==> config.mk <==
export PLATFORM = sky130hd
export DESIGN_NAME = iterative_muldiv_unit
export DESIGN_NICKNAME = d
export VERILOG_FILES = /design/src/rtl/iterative_muldiv_unit.sv
export SDC_FILE = /design/constraint.sdc
export NUM_CORES = 1
export LEC_CHECK = 0
export CAP_MARGIN = 20
export CORE_ASPECT_RATIO = 0.7
export CORE_MARGIN = 5
export CORE_UTILIZATION = 50
export CTS_CLUSTER_SIZE = 20
export DETAILED_ROUTE_END_ITERATION = 16
export GPL_TIMING_DRIVEN = 0
export PLACE_DENSITY = 0.71
export SLEW_MARGIN = 10
export SYNTH_ARGS = -nofsm -noshare
export SYNTH_HDL_FRONTEND = slang
export SYNTH_SLANG_ARGS = --single-unit
==> constraint.sdc <==
create_clock -name clk -period 8 [get_ports clk]
set_clock_uncertainty 0.1 [all_clocks]
set_input_delay 1.2 -clock clk [delete_from_list [all_inputs] [get_ports clk]]
set_output_delay 1.2 -clock clk [all_outputs]
set_load 0.02 [all_outputs]
==> src/rtl/iterative_muldiv_unit.sv <==
// Iterative MULT/MULTU/DIV/DIVU unit: one shared shift-add / restoring-divide
// datapath over magnitudes, sign fix-up in a final cycle, results in HI/LO.
module iterative_muldiv_unit #(
    parameter int WIDTH = 32
) (
    input  logic             clk,
    input  logic             reset,
    input  logic             start,
    input  logic [1:0]       op,
    input  logic [WIDTH-1:0] input_1,
    input  logic [WIDTH-1:0] input_2,
    output logic [WIDTH-1:0] hi_output,
    output logic [WIDTH-1:0] lo_output,
    output logic             stall,
    output logic             done
);
    localparam int CW = $clog2(WIDTH);

    typedef enum logic [1:0] {IDLE, RUN, FIX} state_t;
    state_t state, state_n;

    logic               is_div;
    logic [WIDTH-1:0]   a_mag, b_mag;
    logic               neg_res, neg_rem;
    logic [2*WIDTH-1:0] acc;
    logic [CW-1:0]      cnt;
    logic               load, step, fix;

    // operand decode at acceptance
    logic             signed_op, a_neg, b_neg, div_zero;
    logic [WIDTH-1:0] a_abs, b_abs;
    always_comb begin
        signed_op = ~op[0];
        a_neg     = signed_op & input_1[WIDTH-1];
        b_neg     = signed_op & input_2[WIDTH-1];
        div_zero  = op[1] & (input_2 == '0);
        // divide-by-zero keeps the raw dividend so it emerges unchanged as the remainder
        a_abs     = (a_neg && !div_zero) ? -input_1 : input_1;
        b_abs     = b_neg ? -input_2 : input_2;
    end

    // one iteration of either algorithm over the shared accumulator
    logic [WIDTH:0]     mul_sum, div_shift, div_trial;
    logic               div_ge;
    logic [2*WIDTH-1:0] mul_next, div_next;
    always_comb begin
        mul_sum   = {1'b0, acc[2*WIDTH-1:WIDTH]} + (acc[0] ? {1'b0, a_mag} : '0);
        mul_next  = {mul_sum, acc[WIDTH-1:1]};
        div_shift = {acc[2*WIDTH-1:WIDTH], acc[WIDTH-1]};
        div_trial = div_shift - {1'b0, b_mag};
        div_ge    = ~div_trial[WIDTH];
        div_next  = {div_ge ? div_trial[WIDTH-1:0] : div_shift[WIDTH-1:0],
                     acc[WIDTH-2:0], div_ge};
    end

    logic [2*WIDTH-1:0] prod_fix;
    logic [WIDTH-1:0]   quo_fix, rem_fix;
    always_comb begin
        prod_fix = neg_res ? -acc : acc;
        quo_fix  = neg_res ? -acc[WIDTH-1:0] : acc[WIDTH-1:0];
        rem_fix  = neg_rem ? -acc[2*WIDTH-1:WIDTH] : acc[2*WIDTH-1:WIDTH];
    end

    always_ff @(posedge clk) begin
        if (reset) state <= IDLE;
        else       state <= state_n;
    end

    always_comb begin
        state_n = state;
        case (state)
            IDLE:    if (start) state_n = RUN;
            RUN:     if (cnt == CW'(WIDTH-1)) state_n = FIX;
            FIX:     state_n = IDLE;
            default: state_n = IDLE;
        endcase
    end

    always_comb begin
        load = (state == IDLE) && start;
        step = (state == RUN);
        fix  = (state == FIX);
    end

    always_ff @(posedge clk) begin
        if (reset) begin
            is_div    <= 1'b0;
            a_mag     <= '0;
            b_mag     <= '0;
            neg_res   <= 1'b0;
            neg_rem   <= 1'b0;
            acc       <= '0;
            cnt       <= '0;
            hi_output <= '0;
            lo_output <= '0;
            stall     <= 1'b0;
            done      <= 1'b0;
        end else begin
            stall <= (state_n != IDLE);
            done  <= fix;
            if (load) begin
                is_div  <= op[1];
                a_mag   <= a_abs;
                b_mag   <= b_abs;
                neg_res <= (a_neg ^ b_neg) & ~div_zero;
                neg_rem <= a_neg & op[1] & ~div_zero;
                acc     <= {{WIDTH{1'b0}}, op[1] ? a_abs : b_abs};
                cnt     <= '0;
            end
            if (step) begin
                acc <= is_div ? div_next : mul_next;
                cnt <= cnt + CW'(1);
            end
            if (fix) begin
                hi_output <= is_div ? rem_fix : prod_fix[2*WIDTH-1:WIDTH];
                lo_output <= is_div ? quo_fix : prod_fix[WIDTH-1:0];
            end
        end
    end
endmodule

==> results.py, run 1 <==
metrics = {
    "worst_setup_path": {
        "worst-path-max-fanout": 10,
        "rrSetupSlack_ps": 2610,
        "critPathLaunch": "acc[32]$_SDFFE_PP0P_",
        "cp.arrival_ps": 5700,
        "path_class": "reg2reg",
        "worstSetupEndpointType": "flip-flop",
        "slowest_delay_ps": 730,
        "crit_required_ps": 8310,
        "path_cells": "clkbuf_1 -> inv_1 -> fa_1 -> nand2b_1 -> a21oi_1 -> nor3_1 -> o21ai_0 -> o2111a_1 -> nor3_1 -> nor2_1 -> clkbuf_1 -> mux2i_1 -> o211ai_1",
        "worstReg2RegStart": "acc[32]$_SDFFE_PP0P_",
        "startpoint_type": "flip-flop",
        "critPathSlowestCell": "clkbuf_1",
    },
    "clock_tree": {
        "root_buffer": "clkbuf_16",
        "holdBufCountCts": 0,
        "cts.sinks": 204,
        "cts_tree": "built",
        "cts-resized-gates": 0,
        "numCtsBuffers": 23,
        "htreeDepth": 1,
        "worst_skew_pair.late_latency_ps": 560,
        "cts.path.max_buffers": 3,
        "cts_setup_buffers": 0,
        "clkTransAtPathRegs_ps": 60,
    },
    "synthesis": {
        "syn_avg_cell_area_um2": 7.579,
        "synthCells": 1967,
        "synth.most_common_cell": "nor2_1",
        "syn-cell-area_um2": 14910,
        "ys.flop_type": "dfxtp_1",
        "synth_area_leaders": "dfxtp_1 (27%), a211oi_1 (6.1%), ha_1 (5.9%)",
        "ys_seq_elements": 204,
        "yosysTopAreaCellShare_pct": 27.39,
        "ys_types": 70,
        "synth_top_cell_by_area": "dfxtp_1",
        "yosysWarnings": 0,
        "async_flop_share_pct": 0,
        "synth_edf_count": 0,
        "synthesis.nets": 2108,
        "synthTopCellsByCount": "nor2_1 (213), dfxtp_1 (204), nand2_1 (173), a21oi_1 (160), a211oi_1 (122)",
        "ys_seq_area_share_pct": 27.39,
    },
    "layout": {
        "fillerInstances": 2688,
        "drive_gt1_share_pct": 3.877,
        "finalNetCount": 2265,
        "syn_to_final_growth_pct": 17.78,
        "diodes": 0,
        "instances_no_fill": 2519,
        "fin_util_pct": 60.24,
    },
    "placement": {
        "io_buffers": 132,
        "dp_cells": 2477,
        "place_congestion": 1.035,
        "dpl.hpwl_um": 49240,
    },
    "global_routing": {
        "grt_max_degree": 16,
        "grt_pass1_wl_um": 89420,
        "grt_pass1_vias": 14520,
        "track_usage_pct": 34.19,
        "globalRouteOverflowTotal": 0,
        "grt_antenna_before_repair": 0,
    },
    "floorplan": {
        "start_util_pct": 51.15,
        "fp-row-count": 52,
        "fp.dieW_um": 216.4,
        "coreArea_um2": 29150,
        "die-area_um2": 33430,
        "fp.dieH_um": 154.5,
        "ios": 135,
    },
    "routing": {
        "first_pass_iters": 6,
        "routed_via_density": 6.345,
        "drc": 0,
        "wl_per_cell_um": 23.95,
        "num_vias": 15980,
        "wl_um": 60320,
        "ant_nets": 0,
        "drt_iter0_drc": 2130,
    },
    "min_path": {
        "min_from": "hi_output[6]$_SDFFE_PP0P_",
        "min_path_type": "reg2reg",
    },
    "timing": {
        "tightest_slew_ps": 1035,
        "min_period_over_period_pct": 67.32,
        "hold_viol": 0,
        "final.min_clock_period_ps": 5386,
        "finalSetupViolCount": 0,
        "slew_headroom_pct": 30.49,
        "rsz0062_at_grt": "no",
        "fin_setup_tns_ps": 0,
        "finalMaxSlewViolations": 0,
        "clock.fmax_ghz": 0.1857,
    },
    "pwr": {
        "p_leak_nw": 6.649,
        "ir_worst_vdd_v": 0.0001641,
        "power.density_nw_per_um2": 177.0,
    },
    "run": {
        "drv_cap": 0,
    },
    "outcome": {
        "outcome": "complete, no violations",
    },
}
worst paths after layout:
check,to,cells after the start
max,acc[54]$_SDFFE_PP0P_,13
min,hi_output[6]$_SDFFE_PP0P_,2
max reg2reg,acc[54]$_SDFFE_PP0P_,13
min reg2reg,hi_output[6]$_SDFFE_PP0P_,2
metal layers:
metal | vias to the layer above | share of wire, % | track usage, %
li1 | 7466 | - | -
met4 | 0 | 2.2 | 6.416
met5 | - | 0 | 0
met1 | 7470 | 44 | 50.02
met3 | 92 | 15 | 13.44
met2 | 956 | 39 | 47.73
registers in the layout, summed over array words and instances, names as in the netlist:
signal	cells
neg_rem	1
acc	64
is_div	1
lo_output	32
a_mag	32
cnt	5
neg_res	1
b_mag	32
done	1
state	2
stall	1
hi_output	32
cell usage in the layout (no fill, tap or decap), types with 10 or more instances in the layout:
cell type	n
nor2_1	213
dfxtp_1	204
nand2_1	173
a21oi_1	160
clkdlybuf4s50_1	132
a211oi_1	122
clkbuf_1	120
o21ai_0	119
xor2_1	95
ha_1	70
xnor2_1	69
inv_1	62
nand3_1	45
nor3_1	44
mux2i_1	41
and2_1	38
o211ai_1	28
a21o_1	25
clkbuf_16	23
o31ai_1	22
nand2b_1	20
nor4_1	18
or4_1	17
o22ai_1	17
nor2b_1	16
o41ai_1	16
a22oi_1	16
or3_1	15
or2_2	14
buf_1	13
mux2_2	13
and3_1	12
nand4_1	12
a31oi_1	11
o21a_1	10
cell type report:
cell class / instances / area, um2 / share of cell area [%]
multi-input combinational: 1566 / 10070 / 57.35
sequential: 204 / 4084 / 23.26
timing repair buffer: 132 / 1321 / 7.525
clock buffer: 27 / 610.6 / 3.478
buffer: 133 / 514.2 / 2.929
tap: 378 / 473.0 / 2.694
clock inverter: 15 / 245.2 / 1.397
inverter: 64 / 240.2 / 1.368
power breakdown:
group          switching (mW)  internal (mW)
clock network           0.485          0.723
logic                   0.505          0.268
registers              0.0605           1.07
cell families (layout without fill, tap and decap cells):
| kind of cell | Yosys count | after routing | share of synthesized area, % |
|---|---|---|---|
| adders and majority gates | 72 | 72 | 6.144 |
| and+or+nand+nor | 655 | 655 | 20.77 |
| DFF | 204 | 204 | 27.39 |
| muxes | 54 | 54 | 3.735 |
| xor gates and xnor gates | 164 | 164 | 9.635 |
| AOI/OAI and AO/OA | 621 | 621 | 27.26 |
| buffers and inverters | 197 | 371 | 5.061 |
through the flow:
step | setup WS [ps] | hold WS (ps) | power, mW | cell area (um2)
2_1_floorplan | 4094 | 331.7 | 1.604 | 14910
6_report | 2614 | 353.7 | 3.108 | 17560
3_3_place_gp | 2927 | 339.8 | 1.876 | 16700
4_1_cts | 2886 | 353.8 | 3.079 | 17560
3_5_place_dp | 2923 | 345.2 | 1.884 | 16700
5_1_grt | 2574 | 373.4 | 3.213 | 17560
critical path: cells and delay by family, from the launching register on:
family	cells	cell delay, ps
AOI/OAI and AO/OA	4	1460
buffers and inverters	3	1260
and+or+nand+nor	4	1040
muxes	1	560
adders and majority gates	1	430
DFF	1	390
Power figures use the tool's default switching activity.
==> inputs of run 2 (changes only) <==
--- a/config.mk
+++ b/config.mk
@@ -12,7 +12,7 @@
 export CTS_CLUSTER_SIZE = 20
 export DETAILED_ROUTE_END_ITERATION = 16
 export GPL_TIMING_DRIVEN = 0
-export PLACE_DENSITY = 0.71
+export PLACE_DENSITY = 0.74
 export SLEW_MARGIN = 10
 export SYNTH_ARGS = -nofsm -noshare
 export SYNTH_HDL_FRONTEND = slang
==> constraint.sdc (replaced) <==
create_clock -name clk -period 4.6 [get_ports clk]
set_clock_uncertainty 0.1 [all_clocks]
set_input_delay 0.69 -clock clk [delete_from_list [all_inputs] [get_ports clk]]
set_output_delay 0.69 -clock clk [all_outputs]
set_load 0.02 [all_outputs]
==> results.py, run 2 (synthesis gave the netlist of run 1 again) <==
metrics = {
    "layout": {
        "instances_no_fill": 2517,
        "drive_gt1_share_pct": 4.397,
        "largest_reg_flops": 64,
        "layout_common_cells": "nor2_1 (212), dfxtp_1 (203), nand2_1 (173)",
        "syn_to_final_growth_pct": 18.03,
        "final_area_um2": 17600,
        "finalNetCount": 2264,
        "final_common_cell": "nor2_1",
        "top_register": "acc",
        "fin_util_pct": 60.37,
    },
    "clock_tree": {
        "cts.path.max_buffers": 3,
        "worst_skew_pair.late_latency_ps": 540,
        "root_buffer": "clkbuf_16",
        "htreeDepth": 1,
        "numCtsBuffers": 22,
        "cts.sinks": 204,
        "cts_tree": "built",
        "clkTransAtPathRegs_ps": 70,
    },
    "pwr": {
        "p_leak_nw": 6.679,
        "power.density_nw_per_um2": 306.8,
        "ir_worst_vdd_v": 0.0002892,
        "p_total_mw": 5.398,
    },
    "routing": {
        "wl_um": 60660,
        "ant_nets": 0,
        "routed_via_density": 6.389,
        "num_vias": 16080,
        "drt_iter0_drc": 2154,
        "first_pass_iters": 7,
        "drc": 0,
        "wl_per_cell_um": 24.10,
    },
    "worst_setup_path": {
        "startpoint_type": "flip-flop",
        "path_class": "reg2reg",
        "worstSetupEndpointType": "flip-flop",
        "cp.arrival_ps": 4800,
        "rrSetupSlack_ps": 100,
        "worstReg2RegEnd": "acc[62]$_SDFFE_PP0P_",
        "worst-path-max-fanout": 10,
        "worstRegToRegCells": 11,
        "worstReg2RegStart": "acc[48]$_SDFFE_PP0P_",
        "crit_required_ps": 4900,
    },
    "timing": {
        "rsz0062_at_grt": "no",
        "finalSetupViolCount": 0,
        "min_period_over_period_pct": 97.76,
        "hold_ws_ps": 351.0,
        "slew_headroom_pct": 37.70,
        "tightest_slew_ps": 924.8,
        "final.min_clock_period_ps": 4497,
        "hold_viol": 0,
        "clock.fmax_ghz": 0.2224,
        "finalMaxSlewViolations": 0,
    },
    "placement": {
        "dpl.hpwl_um": 48830,
        "dp_cells": 2477,
        "post_dp_cell_area_um2": 16700,
        "place_congestion": 1.054,
        "io_buffers": 132,
    },
    "floorplan": {
        "die-area_um2": 33430,
        "ios": 135,
        "start_util_pct": 51.15,
        "fp.dieH_um": 154.5,
        "fp.dieW_um": 216.4,
        "fp-row-count": 52,
        "coreArea_um2": 29150,
    },
    "global_routing": {
        "grt_pass1_vias": 14770,
        "track_usage_pct": 34.65,
        "grt_antenna_before_repair": 1,
        "grt_pass1_wl_um": 90290,
        "grt_max_degree": 16,
        "globalRouteOverflowTotal": 0,
    },
    "outcome": {
        "outcome": "complete, no violations",
    },
    "run": {
        "drv_cap": 0,
    },
    "min_path": {
        "min_from": "hi_output[26]$_SDFFE_PP0P_",
        "min_to": "hi_output[26]$_SDFFE_PP0P_",
        "min_path_type": "reg2reg",
        "whs_path_depth": 2,
    },
}
## run 2: worst max-delay path by stage
stage                     slack [ps]  cells after the start                   end            startpoint
after global placement          -730                     13  acc[54]$_SDFFE_PP0P_  acc[32]$_SDFFE_PP0P_
final                            100                     11  acc[62]$_SDFFE_PP0P_  acc[48]$_SDFFE_PP0P_
after detailed placement        -720                     13  acc[54]$_SDFFE_PP0P_  acc[32]$_SDFFE_PP0P_
after global routing              40                     11  acc[62]$_SDFFE_PP0P_  acc[48]$_SDFFE_PP0P_
after CTS                         90                     15  acc[63]$_SDFFE_PP0P_   acc[0]$_SDFFE_PP0P_
after floorplan                 1060                     13  acc[61]$_SDFFE_PP0P_  acc[32]$_SDFFE_PP0P_
## run 2: repair_timing
item,in CTS,in global routing
endpoints found under the setup margin,28,23
buffers inserted,0,0
hold endpoints to repair,0,0
resized for setup,6,8
hold buffers,0,0
## run 2: cell type report
cell class                      count  area, um2
Clock inverter                     13      244.0
Sequential cell                   204       4085
Antenna cell                        1      2.502
Fill cell                        2756      11550
Buffer                            132      516.7
Tap cell                          378      473.0
Inverter                           64      240.2
Multi-Input combinational cell   1566      10090
Timing Repair Buffer              133       1334
Clock buffer                       26      605.6
## run 2: critical path: stages, from the launching register on
cell and delay (ps):
dfxtp_1 730, ha_1 350, clkbuf_1 180, a21oi_1 240, o21ai_0 210, or2_2 380, o2111a_1 360, o21ai_0 760
nand2_1 270, clkbuf_2 300, a221oi_1 320, a32oi_1 150
## run 2: through the flow
stage	setup TNS [ps]	worst slack, ps
6_report	0	103.2
5_1_grt	0	43.63
4_1_cts	0	92.91
3_5_place_dp	-10960	-716.6
3_3_place_gp	-10970	-733.2
2_1_floorplan	0	1059
## run 2: report_power, final
part | internal, mW | switching, mW
Combinational | 0.469 | 0.871
Sequential | 1.86 | 0.105
Clock | 1.29 | 0.811
Total | 3.61 | 1.79
## run 2: layer usage
layer	global-route usage (%)	vias to the layer above	wire (um)
met5	0	-	0
met4	8.717	0	1569
met3	11.47	107	8540
met2	48.35	928	23870
met1	51.18	7592	26680
li1	-	7453	-
==> inputs of run 3 (changes only) <==
--- a/config.mk
+++ b/config.mk
@@ -12,7 +12,7 @@
 export CTS_CLUSTER_SIZE = 20
 export DETAILED_ROUTE_END_ITERATION = 16
 export GPL_TIMING_DRIVEN = 0
-export PLACE_DENSITY = 0.74
+export PLACE_DENSITY = 0.71
 export SLEW_MARGIN = 10
 export SYNTH_ARGS = -nofsm -noshare
 export SYNTH_HDL_FRONTEND = slang
==> constraint.sdc (replaced) <==
create_clock -name clk -period 5.8 [get_ports clk]
set_clock_uncertainty 0.1 [all_clocks]
set_input_delay 0.87 -clock clk [delete_from_list [all_inputs] [get_ports clk]]
set_output_delay 0.87 -clock clk [all_outputs]
set_load 0.02 [all_outputs]
==> results of run 3 <==
Same layout as run 1 (identical final DEF). Status: complete, no violations.
Among the figures that moved: setup slack after placement 2923 ps -> 722.7 ps; setup slack after layout 2614 ps -> 414.1 ps; register-to-register setup slack 2610 ps -> 410 ps; total power 3.108 mW -> 4.287 mW; worst IR drop on VDD 0.0001641 V -> 0.0002263 V
